### config.mk
export PLATFORM = sky130hd
export DESIGN_NAME = fetch_stage
export DESIGN_NICKNAME = d
export VERILOG_FILES = /design/src/rtl/fetch_stage.sv
export SDC_FILE = /design/constraint.sdc
export NUM_CORES = 1
export LEC_CHECK = 0
export ABC_AREA = 1
export CORE_UTILIZATION = 45
export DETAILED_ROUTE_END_ITERATION = 10
export GPL_TIMING_DRIVEN = 0
export PLACE_DENSITY = 0.84
export SETUP_SLACK_MARGIN = 0.05
export SLEW_MARGIN = 20
export SYNTH_ARGS = -nofsm -noshare
export SYNTH_HDL_FRONTEND = slang
export SYNTH_SLANG_ARGS = --single-unit
### constraint.sdc
create_clock -name clk -period 9.14 [get_ports clk]
set_clock_uncertainty 0.2 [all_clocks]
set_input_delay 1.828 -clock clk [delete_from_list [all_inputs] [get_ports clk]]
set_output_delay 1.828 -clock clk [all_outputs]
set_load 0.01 [all_outputs]
### src/rtl/fetch_stage.sv
// Instruction-fetch stage: owns the PC, drives a synchronous instruction ROM
// with one cycle of read latency, and hands {pc, inst} to decode under a
// valid/over/allow-in handshake. Single-cycle redirects from decode override
// any pending fetch.
module fetch_stage #(
  parameter logic [31:0] START_ADDR = 32'h0000_0000
) (
  input  logic        clk,
  input  logic        reset,
  output logic [31:0] inst_addr,
  input  logic [31:0] inst_rdata,
  input  logic        ID_allow_in,
  input  logic [32:0] br_bus,
  output logic        IF_valid,
  output logic        IF_over,
  output logic [63:0] IF_ID_bus,
  output logic [31:0] IF_pc,
  output logic [31:0] IF_inst,
  output logic [31:0] fetch_count
);

  typedef enum logic [1:0] {
    S_REQ  = 2'd0,
    S_WAIT = 2'd1,
    S_HOLD = 2'd2
  } state_t;

  state_t      state_q, state_d;
  logic [31:0] pc_q, pc_d;
  logic [31:0] inst_buf_q, inst_buf_d;
  logic [31:0] count_q, count_d;
  logic        valid_q;

  logic        br_taken;
  logic [31:0] br_pc;
  logic        in_flight;
  logic        handoff;
  logic [31:0] inst_sel;

  // Redirect decode and handshake; IF_over never looks at ID_allow_in, so
  // there is no combinational path back into decode.
  always_comb begin
    br_taken  = br_bus[32] & valid_q;
    br_pc     = {br_bus[31:2], 2'b00};
    in_flight = (state_q == S_WAIT) || (state_q == S_HOLD);
    IF_over   = valid_q & in_flight & ~br_taken;
    handoff   = IF_over & ID_allow_in;
    case (state_q)
      S_WAIT:  inst_sel = inst_rdata;
      S_HOLD:  inst_sel = inst_buf_q;
      default: inst_sel = 32'h0;
    endcase
  end

  // Next-state: a redirect wins over everything, including a handoff.
  always_comb begin
    state_d    = state_q;
    pc_d       = pc_q;
    inst_buf_d = inst_buf_q;
    count_d    = count_q;
    if (br_taken) begin
      pc_d    = br_pc;
      state_d = S_REQ;
    end else begin
      case (state_q)
        S_REQ: state_d = S_WAIT;
        S_WAIT: begin
          if (handoff) begin
            pc_d    = pc_q + 32'd4;
            count_d = count_q + 32'd1;
            state_d = S_REQ;
          end else begin
            // ROM data is only valid this one cycle; capture it while stalled
            inst_buf_d = inst_rdata;
            state_d    = S_HOLD;
          end
        end
        S_HOLD: begin
          if (handoff) begin
            pc_d    = pc_q + 32'd4;
            count_d = count_q + 32'd1;
            state_d = S_REQ;
          end
        end
        default: state_d = S_REQ;
      endcase
    end
  end

  // State registers; an asynchronous reset discards any buffered instruction.
  always_ff @(posedge clk or posedge reset) begin
    if (reset) begin
      state_q    <= S_REQ;
      pc_q       <= START_ADDR;
      inst_buf_q <= 32'h0;
      count_q    <= 32'h0;
      valid_q    <= 1'b0;
    end else begin
      state_q    <= state_d;
      pc_q       <= pc_d;
      inst_buf_q <= inst_buf_d;
      count_q    <= count_d;
      valid_q    <= 1'b1;
    end
  end

  // Output taps.
  always_comb begin
    inst_addr   = pc_q;
    IF_valid    = valid_q;
    IF_ID_bus   = {pc_q, inst_sel};
    IF_pc       = pc_q;
    IF_inst     = inst_sel;
    fetch_count = count_q;
  end

endmodule

==> After elaboration in Yosys (flattened, before gate mapping) <==
Cells that the tools add are included.
W data, S select, Z words.
{ "word_totals": {"register_bits": 99} }
{ "op_classes": {"addsub": 2, "eq_ne": 3, "muxes": 8, "bitwise_logic": 6, "reduce_logical": 8} }
{ "ops": {"columns": ["cell", "n"], "rows": [
  ["$mux W32", 3],
  ["$pmux W32 S2", 1],
  ["$add A32 B1 Y32 const B", 1],
  ["$add A32 B3 Y32 const B", 1],
  ["$mux W2", 3],
  ["$pmux W2 S3", 1],
  ["$reduce_and A3 Y1", 2],
  ["$and A1 B1 Y1", 4],
  ["$reduce_bool A2 Y1", 2],
  ["$ne A3 B3 Y1 const B", 1],
  ["$eq A2 B1 Y1 const B", 1],
  ["$eq A2 B2 Y1 const B", 1],
  ["$logic_not A2 Y1", 1],
  ["$not A1 Y1", 2],
  ["$reduce_and A2 Y1", 1],
  ["$reduce_or A2 Y1", 1],
  ["$logic_or A1 B1 Y1", 1]
]} }

==> Longest topological paths before layout <==
{ "logic_depth": {"depth_word": 8, "ltp_mapped": 12, "depth_no_buf": 11} }

==> Worst setup path after synthesis <==
No wires, ideal clock.
{ "synth_path": {"path_type": "input to output", "start": "in inst_rdata[0]", "end": "out IF_inst[0]", "arrival_ns": 2.315, "required_time_ns": 7.112, "setup_slack_ns": 4.797, "path_stages": 3, "n_path_buf": 1, "cell_sequence": "nand2_1 -> a21oi_1 -> buf_4"} }
{ "synth_via": {"elab_chain_len": 1} }
{ "synth_rtl": {"columns": ["item", "line_no", "source"], "rows": [
  ["from (decl)", "11", "input logic [31:0] inst_rdata,"],
  ["$pmux W32 S2", "48", "case (state_q)"],
  ["to (decl)", "18", "output logic [31:0] IF_inst,"]
]} }
Every way passes these cells.

==> Worst setup path after layout <==
Same ends and word-level chain as after synthesis.

==> flow_metrics.tcl <==
set metrics [dict create \
    cts_root_buf "clkbuf_16" \
    fin_util 0.691 \
    fillers 1211 \
    hold_ws_ns 0.274 \
    critPathLaunch "inst_rdata[0]" \
    synth.cell_area_mm2 0.00652 \
    rr_worst_depth 9 \
    grt_overflow 0 \
    start_util 0.466 \
    antenna_cells 0 \
    vias 6929 \
    fin_crit_sh 0.597 \
    wl_per_cell_um 14.7 \
    slew_headroom 0.613 \
    clock_latency_ns 0.35 \
    fmax_mhz 183 \
    grt.met3_usage 0.0441 \
    cts_setup_buffers 0 \
    timing.rr.end "fetch_count[26]" \
    synth-compound-area-share 0.0632 \
    syn_inst 942 \
    cp_max_fo 2 \
    fin_ws_ns 3.68 \
    first_pass_iters 5 \
    r2r_start "state_q[1]" \
    cap_viol_max_count 0 \
    final_area_mm2 0.00967 \
    cpMostUsedCell "clkdlybuf4s50_1" \
    die_h_um 122 \
    cts_tree "yes" \
    grt_max_degree 55 \
    synth_xor_area_frac 0.0309 \
    busiest_layer "met2" \
    finalMaxSlewViolations 0 \
    cts.hold.buffers_added 0 \
    postCtsResizedCells 0 \
    rows 43 \
    track_usage 0.276 \
    first_global_vias 6424 \
    avgViaCountPerCell 4.96 \
    crit_end "IF_inst[0]" \
    cellLeakagePower_nw 4.44 \
    synth_cell_type_count 36 \
    crit_path_start_kind "input port" \
    grt.met1_usage 0.342 \
    final_cells 1397 \
    power.density_mw_per_mm2 264 \
    syn_area_per_cell_um2 6.92 \
    grt_pass1_wl_um 31700 \
    crit_type "in2out" \
    critPathCaptureType "output pin" \
    dp_hpwl_um 15600 \
    layout-drive-gt1-share 0.127 \
    ant_nets 0 \
    yosys.area_share.adder 0.00960 \
    dr.first_iter.drc_count 468 \
    irDropWorstVdd_uv 149 \
    clkTransAtPathRegs_ns 0.06 \
    pre_cts_slack_ns 3.74 \
    holdCritPathClass "reg2reg" \
    setup_viol 0 \
    status "finished, final reports clean" \
    setup-tns-final_ns 0 \
    syn2layout_area_growth_pct 48.4 \
    crit_chain "clkdlybuf4s50_1 -> nand2_1 -> a21oi_1 -> buf_4 -> clkdlybuf4s50_1" \
    die_area_mm2 0.0150 \
    placed_cells 1381 \
    min_path_cells 2 \
    period_minus_slack_ns 5.46 \
    crit_path_max_incr_delay_ns 0.52 \
    cts_sinks 97 \
    critPathSlowestCell "clkdlybuf4s50_1" \
    final-hold-violation-count 0 \
    power_mw 2.55 \
    coreArea_mm2 0.0140 \
    yosys_warnings 0 \
    antenna_found_initial 0 \
    die_x_um 122 \
    synth_seq_cells 97 \
    cp.required_ns 7.11 \
    cp.arrival_ns 3.43 \
    drc_errors 0 \
    crit_cells 5 \
    io_buffers 253 \
    place_area_mm2 0.00933 \
    io_pins 262 \
    tritoncts.num_buffers 9 \
    routed_wl_um 20500 \
    grtUsageMet2 0.476 \
    globalplace.congestion 0.948 \
    path_buf_inv 3 \
    cpLargestDelayFamily "buffers and inverters" \
    htree_num_levels 3 \
    synth-simple-area-share 0.355 \
    clock_path_buffers 2 \
    synth.area.mux_share 0 \
    max_slew.worst_pin.slew_ns 0.580 \
    ff2ff_setup_slack_ns 6.77 \
    ys_seq_area_frac 0.373 \
    rsz0062_at_grt "false" \
    fin_nets 1285 \
    synth_top_family_by_area "simple AND/OR/NAND/NOR gates" \
]
-- area by class of cell --
type                    instances  area, um2  share of cell area
multi-input cells             663       3020               0.312
flip-flops and latches         97       2430               0.251
clock buffers                  11        243              0.0251
clock inverters                 5        103              0.0106
repair buffers                254       2560               0.265
well taps                     180        225              0.0233
inverters                      61        234              0.0242
plain buffers                 126        863              0.0893
-- kinds of logic after synthesis --
logic type | count (synthesis)
XOR/XNOR | 23
AO/OA/AOI/OAI | 76
AND/OR/NAND/NOR | 552
adder cells (fa/ha/maj) | 5
buffers and inverters | 187
flip-flops | 97
other | 2
-- tightest hold or removal path, cell delays in order, from the launching register on --
cell and delay, ns:
dfrtp_1 0.34, nand2_1 0.05, nand2_1 0.05
-- layout by cell type, fill, tap and decap left out, types with 2 or more instances in the layout --
cell,synthesis,layout
nand2_1,378,378
clkdlybuf4s50_1,0,253
buf_4,98,98
dfrtp_1,97,97
nor2_1,82,82
inv_1,57,56
nand3_1,38,38
a21oi_1,36,36
o21ai_0,24,24
clkbuf_1,15,16
xor2_1,13,13
buf_2,12,12
nand3b_1,10,10
nand4_1,10,10
xnor2_1,10,10
clkbuf_16,0,9
nor3_1,8,8
conb_1,2,7
nor2_2,6,6
a22oi_1,6,6
nor2_4,6,6
nand2_2,5,5
ha_1,5,5
inv_2,3,3
nor3_2,3,3
a211oi_1,3,3
bufinv_16,0,3
o22ai_1,2,2
o21ai_1,2,2
o211ai_1,2,2
-- registers in the layout, indices dropped and copies added, names as in the netlist --
| register | flops |
|---|---|
| state_q | 2 |
| fetch_count | 32 |
| IF_pc | 30 |
| IF_valid | 1 |
| inst_buf_q | 32 |
-- how the worst min path moves through the flow --
stage / slack [ns] / end / from
floorplan: 0.24 / inst_buf_q[17] / inst_buf_q[17]
global placement: 0.25 / inst_buf_q[3] / inst_buf_q[3]
detailed placement: 0.26 / inst_buf_q[28] / inst_buf_q[28]
CTS: 0.28 / inst_buf_q[12] / inst_buf_q[12]
global route: 0.28 / inst_buf_q[1] / inst_buf_q[1]
finish: 0.27 / inst_buf_q[9] / inst_buf_q[9]
-- synthesized netlist by cell type, drive strengths merged --
| cell | count | area (um2) |
|---|---|---|
| a211oi | 3 | 22.5 |
| ha | 5 | 62.6 |
| or2 | 2 | 12.5 |
| a21oi | 36 | 180 |
| nor3 | 12 | 86.3 |
| a31oi | 1 | 6.26 |
| buf | 111 | 807 |
| nand3b | 10 | 75.1 |
| nor2 | 94 | 413 |
| a22oi | 6 | 45.0 |
| xnor2 | 10 | 87.6 |
| nand3 | 39 | 200 |
| nand2 | 383 | 1450 |
| nor4 | 1 | 6.26 |
| nor3b | 1 | 7.51 |
| o21ai | 26 | 130 |
| o22ai | 2 | 12.5 |
| clkinv | 1 | 3.75 |
| conb | 2 | 7.51 |
| xor2 | 13 | 114 |
| dfrtp | 97 | 2430 |
| nand4 | 10 | 62.6 |
| o211ai | 2 | 15.0 |
| inv | 60 | 225 |
| clkbuf | 15 | 56.3 |
-- metal layers --
metal / up-vias / part of all wire
met5: - / 0
met3: 44 / 0.073
met4: 0 / 0.029
met1: 3195 / 0.40
met2: 308 / 0.50
li1: 3382 / -
-- power by group --
group / switching [mW] / internal, mW
combinational: 0.658 / 0.740
sequential: 0.155 / 0.554
clock: 0.168 / 0.275
total: 0.982 / 1.57
Power figures use the tool's default switching activity.
